--- config.mk ---
export PLATFORM = sky130hd
export DESIGN_NAME = ace_vram_arbiter
export DESIGN_NICKNAME = d
export VERILOG_FILES = /design/src/rtl/ace_vram_arbiter_pkg.sv /design/src/rtl/ace_vram_fetch_pipe.sv /design/src/rtl/ace_vram_arbiter.sv
export SDC_FILE = /design/constraint.sdc
export NUM_CORES = 1
export LEC_CHECK = 0
export ABC_AREA = 1
export CAP_MARGIN = 20
export CELL_PAD_IN_SITES_DETAIL_PLACEMENT = 1
export CELL_PAD_IN_SITES_GLOBAL_PLACEMENT = 2
export CORE_ASPECT_RATIO = 0.5
export CORE_MARGIN = 2
export CORE_UTILIZATION = 24
export DETAILED_ROUTE_END_ITERATION = 10
export PLACE_DENSITY = 0.81
export REMOVE_ABC_BUFFERS = 1
export SETUP_SLACK_MARGIN = 0.5
export SKIP_CTS_REPAIR_TIMING = 1
export SLEW_MARGIN = 40
export SYNTH_ARGS = -nofsm -noshare
export SYNTH_HDL_FRONTEND = slang
export SYNTH_SLANG_ARGS = --single-unit
--- constraint.sdc ---
create_clock -name clk -period 3.5 [get_ports clk]
set_input_delay 0.35 -clock clk [delete_from_list [all_inputs] [get_ports clk]]
set_output_delay 0.35 -clock clk [all_outputs]
set_load 0.03 [all_outputs]
--- src/rtl/ace_vram_arbiter_pkg.sv ---
// Shared constants for the VRAM arbiter: FSM state encodings and the default window.
package ace_vram_arbiter_pkg;

  localparam logic [2:0] IDLE   = 3'd0;
  localparam logic [2:0] WAIT   = 3'd1;
  localparam logic [2:0] ACCESS = 3'd2;
  localparam logic [2:0] DATA   = 3'd3;
  localparam logic [2:0] DONE   = 3'd4;

  localparam int          DEF_AW       = 10;
  localparam logic [15:0] DEF_WIN_BASE = 16'h2400;

  // Window hit: every address bit above the VRAM address width matches the base.
  function automatic logic in_window(input logic [15:0] a, input logic [15:0] base,
                                     input int aw);
    return (a >> aw) == (base >> aw);
  endfunction

endpackage

--- src/rtl/ace_vram_fetch_pipe.sv ---
// Display fetch return path: tracks a vid_req through the RAM's registered read and
// captures the returned byte two edges after the request was sampled.
module ace_vram_fetch_pipe #(
  parameter int DW = 8
) (
  input  logic          clk,
  input  logic          reset,
  input  logic          vid_req,
  input  logic [DW-1:0] ram_rdata,
  output logic [DW-1:0] vid_rdata,
  output logic          vid_rvalid
);

  logic [1:0]    r_vld;
  logic [DW-1:0] r_rdata;
  logic          r_rvalid;

  always_ff @(posedge clk or posedge reset) begin
    if (reset) begin
      r_vld    <= '0;
      r_rdata  <= '0;
      r_rvalid <= 1'b0;
    end else begin
      r_vld    <= {r_vld[0], vid_req};
      r_rvalid <= r_vld[1];
      if (r_vld[1]) r_rdata <= ram_rdata;
    end
  end

  assign vid_rdata  = r_rdata;
  assign vid_rvalid = r_rvalid;

endmodule

--- src/rtl/ace_vram_arbiter.sv ---
// Single-port VRAM arbiter: display fetches own any slot they ask for, CPU accesses
// inside the window take the remaining slots and are stalled with wait_n meanwhile.
module ace_vram_arbiter
  import ace_vram_arbiter_pkg::*;
#(
  parameter int          AW       = DEF_AW,
  parameter logic [15:0] WIN_BASE = DEF_WIN_BASE,
  parameter bit          CONTEND  = 1'b1
) (
  input  logic          clk,
  input  logic          reset,
  input  logic [15:0]   cpu_a,
  input  logic [7:0]    cpu_do,
  input  logic          cpu_mreq_n,
  input  logic          cpu_rd_n,
  input  logic          cpu_wr_n,
  output logic          cpu_wait_n,
  output logic [7:0]    cpu_di,
  output logic          cpu_hit,
  input  logic          vid_active,
  input  logic          vid_req,
  input  logic [AW-1:0] vid_addr,
  output logic [7:0]    vid_rdata,
  output logic          vid_rvalid,
  output logic [AW-1:0] ram_addr,
  output logic          ram_we,
  output logic [7:0]    ram_wdata,
  input  logic [7:0]    ram_rdata
);

  logic [2:0]    r_state;
  logic [2:0]    w_state_next;
  logic [AW-1:0] r_ram_addr;
  logic          r_ram_we;
  logic [7:0]    r_ram_wdata;
  logic [7:0]    r_cpu_di;
  logic          r_is_wr;
  logic          w_pend;
  logic          w_blocked;
  logic          w_grant;

  assign cpu_hit   = !cpu_mreq_n && in_window(cpu_a, WIN_BASE, AW);
  assign w_pend    = cpu_hit && (!cpu_rd_n || !cpu_wr_n);
  assign w_blocked = CONTEND && vid_active;
  assign w_grant   = !vid_req && w_pend && !w_blocked && (r_state == IDLE || r_state == WAIT);

  // Combinational so the stall is visible before the core samples wait in T2.
  assign cpu_wait_n = reset || !(w_pend && r_state != DONE);

  always_comb begin
    w_state_next = r_state;
    case (r_state)
      IDLE:    if (w_pend) w_state_next = w_grant ? ACCESS : WAIT;
      WAIT:    if (!w_pend) w_state_next = IDLE;
               else if (w_grant) w_state_next = ACCESS;
      ACCESS:  w_state_next = DATA;
      DATA:    w_state_next = w_pend ? DONE : IDLE;
      DONE:    if (cpu_mreq_n) w_state_next = IDLE;
      default: w_state_next = IDLE;
    endcase
  end

  always_ff @(posedge clk or posedge reset) begin
    if (reset) begin
      r_state     <= IDLE;
      r_ram_addr  <= '0;
      r_ram_we    <= 1'b0;
      r_ram_wdata <= '0;
      r_cpu_di    <= '0;
      r_is_wr     <= 1'b0;
    end else begin
      r_state <= w_state_next;
      if (vid_req) begin
        r_ram_addr <= vid_addr;
        r_ram_we   <= 1'b0;
      end else if (w_grant) begin
        r_ram_addr  <= cpu_a[AW-1:0];
        r_ram_we    <= !cpu_wr_n;
        r_ram_wdata <= cpu_do;
        r_is_wr     <= !cpu_wr_n;
      end else begin
        r_ram_we <= 1'b0;
      end
      // Read data is captured even if the strobes dropped mid-access; writes leave it alone.
      if (r_state == DATA && !r_is_wr) r_cpu_di <= ram_rdata;
    end
  end

  assign ram_addr  = r_ram_addr;
  assign ram_we    = r_ram_we;
  assign ram_wdata = r_ram_wdata;
  assign cpu_di    = r_cpu_di;

  ace_vram_fetch_pipe #(.DW(8)) u_fetch_pipe (
    .clk        (clk),
    .reset      (reset),
    .vid_req    (vid_req),
    .ram_rdata  (ram_rdata),
    .vid_rdata  (vid_rdata),
    .vid_rvalid (vid_rvalid)
  );

endmodule

==> results of run 1 <==
worst reg2reg max path, stage by stage (launching register included):
cell and delay (ps):
dfrtp_1 430, inv_1 90, nand2_1 60, nor2_1 120
nand3_2 290, inv_2 400, nand2_1 100, nand3_1 100
logic make-up (layout without fill, tap and decap cells):
group           Yosys count  in the layout  synth area share, %
buf+inv                  31            119                 8.07
simple gates            118            118                 27.2
compound gates           20             20                 7.31
flops                    42             42                 57.4
final cells by class:
| class | count | area [um2] | share of cell area [%] |
|---|---|---|---|
| inverters | 24 | 90.1 | 3.07 |
| clock inverters | 3 | 43.8 | 1.49 |
| clock buffers | 5 | 125 | 4.27 |
| repair buffers | 87 | 868 | 29.6 |
| multi-input cells | 138 | 632 | 21.6 |
| flip-flops and latches | 42 | 1050 | 35.9 |
| well taps | 96 | 120 | 4.10 |
through the flow:
stage | worst slack [ps] | cells
3_5_place_dp | 1080 | 387
6_report | 1260 | 395
2_1_floorplan | 1380 | 204
3_3_place_gp | 1140 | 387
5_1_grt | 1110 | 395
4_1_cts | 1240 | 395
worst paths after layout:
check / from / to / slack (ps)
worst max register to register: r_state[2] / ram_addr[1] / 1850
worst min-delay path: u_fetch_pipe.r_vld[0] / u_fetch_pipe.r_vld[1] / 350
worst min register to register: u_fetch_pipe.r_vld[0] / u_fetch_pipe.r_vld[1] / 350
worst max-delay path: cpu_a[10] / cpu_wait_n / 1260
min in group asynchronous: reset / u_fetch_pipe.r_vld[1] / 560
max in group asynchronous: reset / ram_wdata[5] / 2580
power by group through the flow:
stage | Combinational (uW) | Clock (uW) | Sequential [uW]
global route | 262 | 564 | 538
floorplan | 70.3 | 0 | 586
finish | 240 | 529 | 534
global placement | 239 | 0 | 542
detailed placement | 243 | 0 | 543
CTS | 244 | 540 | 534
layer usage:
layer	global-route usage [%]	up-vias	share of wire (%)
li1	-	823	-
met1	17.7	816	46
met2	23.9	26	50
met3	2.69	4	2.5
met4	3.30	0	0.79
met5	0	-	0
placed cells by master, fill, tap and decap left out:
master / n
inv_6: 1
or2_1: 1
clkbuf_16: 5
nor2_2: 1
inv_2: 4
nand2_1: 77
dfrtp_1: 42
buf_4: 1
o21ai_2: 8
o21ai_0: 1
o21ai_1: 1
nand3_2: 1
a21oi_2: 1
nor2_1: 14
nor3_2: 1
inv_1: 20
nor3_1: 2
bufinv_16: 1
clkinv_2: 1
nand2_2: 2
clkdlybuf4s50_1: 86
a21oi_1: 9
nand3_1: 18
nor2_4: 1
state kept, by name, indices dropped and copies added, names as in the netlist:
register and count:
ram_addr 10, cpu_di 8, ram_wdata 8, u_fetch_pipe.vid_rdata 8
r_state 3, u_fetch_pipe.r_vld 2, r_is_wr 1, ram_we 1
u_fetch_pipe.vid_rvalid 1
==> impl_metrics.yaml, run 1 <==
status:
  status: "finished clean"
synthesis:
  ys_seq_elements: 42
  netlist_area_um2: 1830
  yosysMostFrequentCell: "nand2_1"
  synth_flop_cell: "dfrtp_1"
  synth_top_area_cell: "dfrtp_1"
  ys_warn_count: 0
  synth_common_cells: "nand2_1 (77), dfrtp_1 (42), inv_1 (21)"
  synth_area_per_cell_um2: 8.68
  synthArstFlopShare_pct: 100
  syn_inst: 211
  synth_cell_type_count: 21
  synth_edf_count: 0
  synth_top_area_share_pct: 57.4
  seq_area_frac_synth_pct: 57.4
  synth_top_cells_by_area: "dfrtp_1 (57%), nand2_1 (16%), nand3_1 (4.9%)"
power:
  p_seq_share_pct: 40.9
  power_uw: 1300
  combPwrFrac_pct: 18.4
  switching_share_pct: 26.1
  cellLeakagePower_uw: 0.00138
  vdd_drop_max_mv: 0.237
  pwr_density_cell_nw_per_um2: 445
  p_switching_uw: 340
  p_int_uw: 964
  power.share.clock_pct: 40.6
worst_setup_path:
  required_ps: 3150
  critPathMaxStageDelay_ps: 590
  crit_chain: "clkdlybuf4s50_1, nand2_1, nor2_1, nand3_1, inv_1, nand3_1, clkdlybuf4s50_1"
  crit_type: "in -> out"
  cp-end-kind: "output pin"
  path_buf_inv: 3
  cpMaxStageDelayCell: "clkdlybuf4s50_1"
  cp_num_cells: 7
  ff2ff_path_depth: 7
  cp-start-kind: "input pin"
  worstPathMaxFanout: 4
  cp.arrival_ps: 1890
  path_delay_family: "buffers and inverters"
grt:
  grt_pass1_vias: 1821
  grtUsageTotal_pct: 13.7
  grt_antenna_before_repair: 0
  grt_overflow: 0
  grt_max_degree: 43
  grt_pass1_wl_um: 9030
clock_network:
  cts_buffers: 5
  clock_latency_ps: 280
  clock-sinks: 42
  path_clk_slew_ps: 60
  cts_tree: "yes"
  htree_num_levels: 2
  cts-root-buf: "clkbuf_16"
  cts.path.max_buffers: 2
sta:
  drv_slew: 0
  skew_ps: 4.34
  fmax_mhz: 447
  finalSetupTns_ps: 0
  worstMarginPinSlew_ps: 575
  min_period_over_period_pct: 64.0
  fin_crit_ps: 2240
  rsz0062_at_grt: "false"
  setup_violations: 0
  hold_viol_final: 0
  max_slew_margin_pct: 61.7
  hold_ws_ps: 351
drt:
  drc: 0
  drt_iter0_drc: 75
  vias_per_cell: 4.23
  wl_per_cell_um: 13.7
  vias: 1669
  firstDrtPassIters: 4
  routed_wl_um: 5420
  postRouteAntennaNets: 0
finish:
  fin_nets: 347
  antenna_cells: 0
  area_delta_synth_final_pct: 60.1
  final_area_um2: 2930
  fillCellCount: 850
  drive_gt1_share_pct: 9.36
  final_util_pct: 39.9
floorplanning:
  core_um2: 7350
  die_h_um: 65.8
  initial_core_util_pct: 24.9
  die-area_um2: 8380
  ios: 87
  rows: 22
  fp.dieW_um: 128
placement:
  gp_congestion: 0.743
  dpl.hpwl_um: 4000
  dpl_cell_area_um2: 2760
  port_buffers: 86
worst_hold_path:
  worstHoldPathType: "reg -> reg"
  min_path_cells: 0
job:
  drv_cap: 0
(Power assumes the default switching activity.)
==> run 2: changes to the inputs <==
CORE_UTILIZATION = 20   (was 24)
PLACE_DENSITY = 0.71   (was 0.81)
clock period = 1.9 ns   (was 3.5 ns; I/O delays follow)
==> impl_metrics.yaml, run 2 (same netlist as run 1, synthesis figures left out) <==
status:
  status: "finished clean"
drt:
  drc: 0
  firstDrtPassIters: 4
  wl_per_cell_um: 13.7
  vias: 1700
  routed_wl_um: 5800
  postRouteAntennaNets: 0
  vias_per_cell: 4.02
  drt_iter0_drc: 38
sta:
  drv_slew: 0
  fin_ws_ps: 567
  finalSetupTns_ps: 0
  worstMarginPinSlew_ps: 550
  min_period_over_period_pct: 70.1
  hold_viol_final: 0
  hold_ws_ps: 262
  fin_crit_ps: 1330
  fmax_mhz: 750
  skew_ps: 4.43
  rsz0062_at_grt: "true"
  setup_violations: 0
  max_slew_margin_pct: 63.4
finish:
  drive_gt1_share_pct: 15.7
  layout_commonest_cell: "nand2_1"
  layout_common_cells: "nand2_1 (74), dlymetal6s2s_1 (43), dfrtp_1 (41), clkdlybuf4s50_1 (41)"
  antenna_cells: 0
  largest_reg_flops: 10
  fillCellCount: 1015
  area_delta_synth_final_pct: 72.2
  final_util_pct: 35.8
  fin_nets: 356
clock_network:
  cts.path.max_buffers: 2
  clock_latency_ps: 280
  cts-root-buf: "clkbuf_16"
  clock-sinks: 42
  cts_tree: "yes"
  cts_buffers: 5
  htree_num_levels: 2
  path_clk_slew_ps: 60
worst_hold_path:
  worstHoldPathType: "in -> reg"
  min_path_cells: 3
worst_setup_path:
  cp-end-kind: "register"
  cp.arrival_ps: 1510
  ff2ff_path_depth: 9
  cp-start-kind: "register"
  cp_num_cells: 9
  required_ps: 2080
  critical_path.most_common_cell: "nand2_1"
  crit_type: "reg -> reg"
  crit_chain: "inv_2, nand2_1, nor2_2, nand3_4, buf_4, nand2_2, nand2_1, nand3_1, nand2_1"
  worstPathMaxFanout: 6
  critPathMaxStageDelay_ps: 410
  path_delay_family: "simple AND/OR/NAND/NOR gates"
  path_buf_inv: 2
  cpMaxStageDelayCell: "dfrtp_1"
placement:
  gp_congestion: 0.741
  dp_slack_ps: 8.65
  dpl.hpwl_um: 4280
  port_buffers: 86
power:
  cellLeakagePower_uw: 0.00182
  pwr_density_cell_nw_per_um2: 719
  vdd_drop_max_mv: 0.302
grt:
  grt_pass1_wl_um: 9500
  grt_max_degree: 43
  grtUsageTotal_pct: 12.0
  grt_pass1_vias: 1880
  grt_antenna_before_repair: 0
  grt_overflow: 0
floorplanning:
  ios: 87
  core_um2: 8800
  fp.dieW_um: 139
  die_h_um: 71.7
  die-area_um2: 9980
  rows: 24
  initial_core_util_pct: 20.8
job:
  drv_cap: 0
[run 2: stage by stage]
step	total power, uW	cell area (um2)	cells
floorplan	1210	1770	204
global placement	1440	2810	411
detailed placement	1450	2810	411
CTS	2310	2950	417
global route	2400	3150	423
finish	2270	3150	423
[run 2: routing by layer]
metal	track usage, %	wire (um)
met5	0	0
met4	3.37	63
met3	2.87	133
met2	21.3	3050
met1	14.7	2560
[run 2: power breakdown]
part	leakage (uW)	total (uW)	switching, uW	internal, uW
logic	0.00126	448	247	202
clock network	0.0000688	837	329	508
registers	0.000489	983	33.5	950
total	0.00182	2270	609	1660
[run 2: path summary, 6_finish.rpt]
check / slack (ps) / end / start
max in group asynchronous: 1090 / r_state[2] / reset
setup reg to reg: 570 / r_state[0] / r_state[1]
setup / recovery: 570 / r_state[0] / r_state[1]
hold reg to reg: 360 / u_fetch_pipe.r_vld[1] / u_fetch_pipe.r_vld[0]
hold / removal: 260 / r_state[2] / cpu_mreq_n
min in group asynchronous: 400 / r_state[1] / reset
[run 2: cell type report]
| class | instances | area [um2] | area share (%) |
|---|---|---|---|
| multi-input combinational | 138 | 669 | 21.2 |
| sequential | 42 | 1050 | 33.4 |
| tap | 117 | 146 | 4.64 |
| timing repair buffer | 96 | 1040 | 33.1 |
| clock buffer | 6 | 139 | 4.40 |
| inverter | 24 | 103 | 3.25 |
[run 2: worst min-delay path: cells and delay by family]
family	cells	cell delay, ps
AOI/OAI and AO/OA	1	80
buffers and inverters	2	240
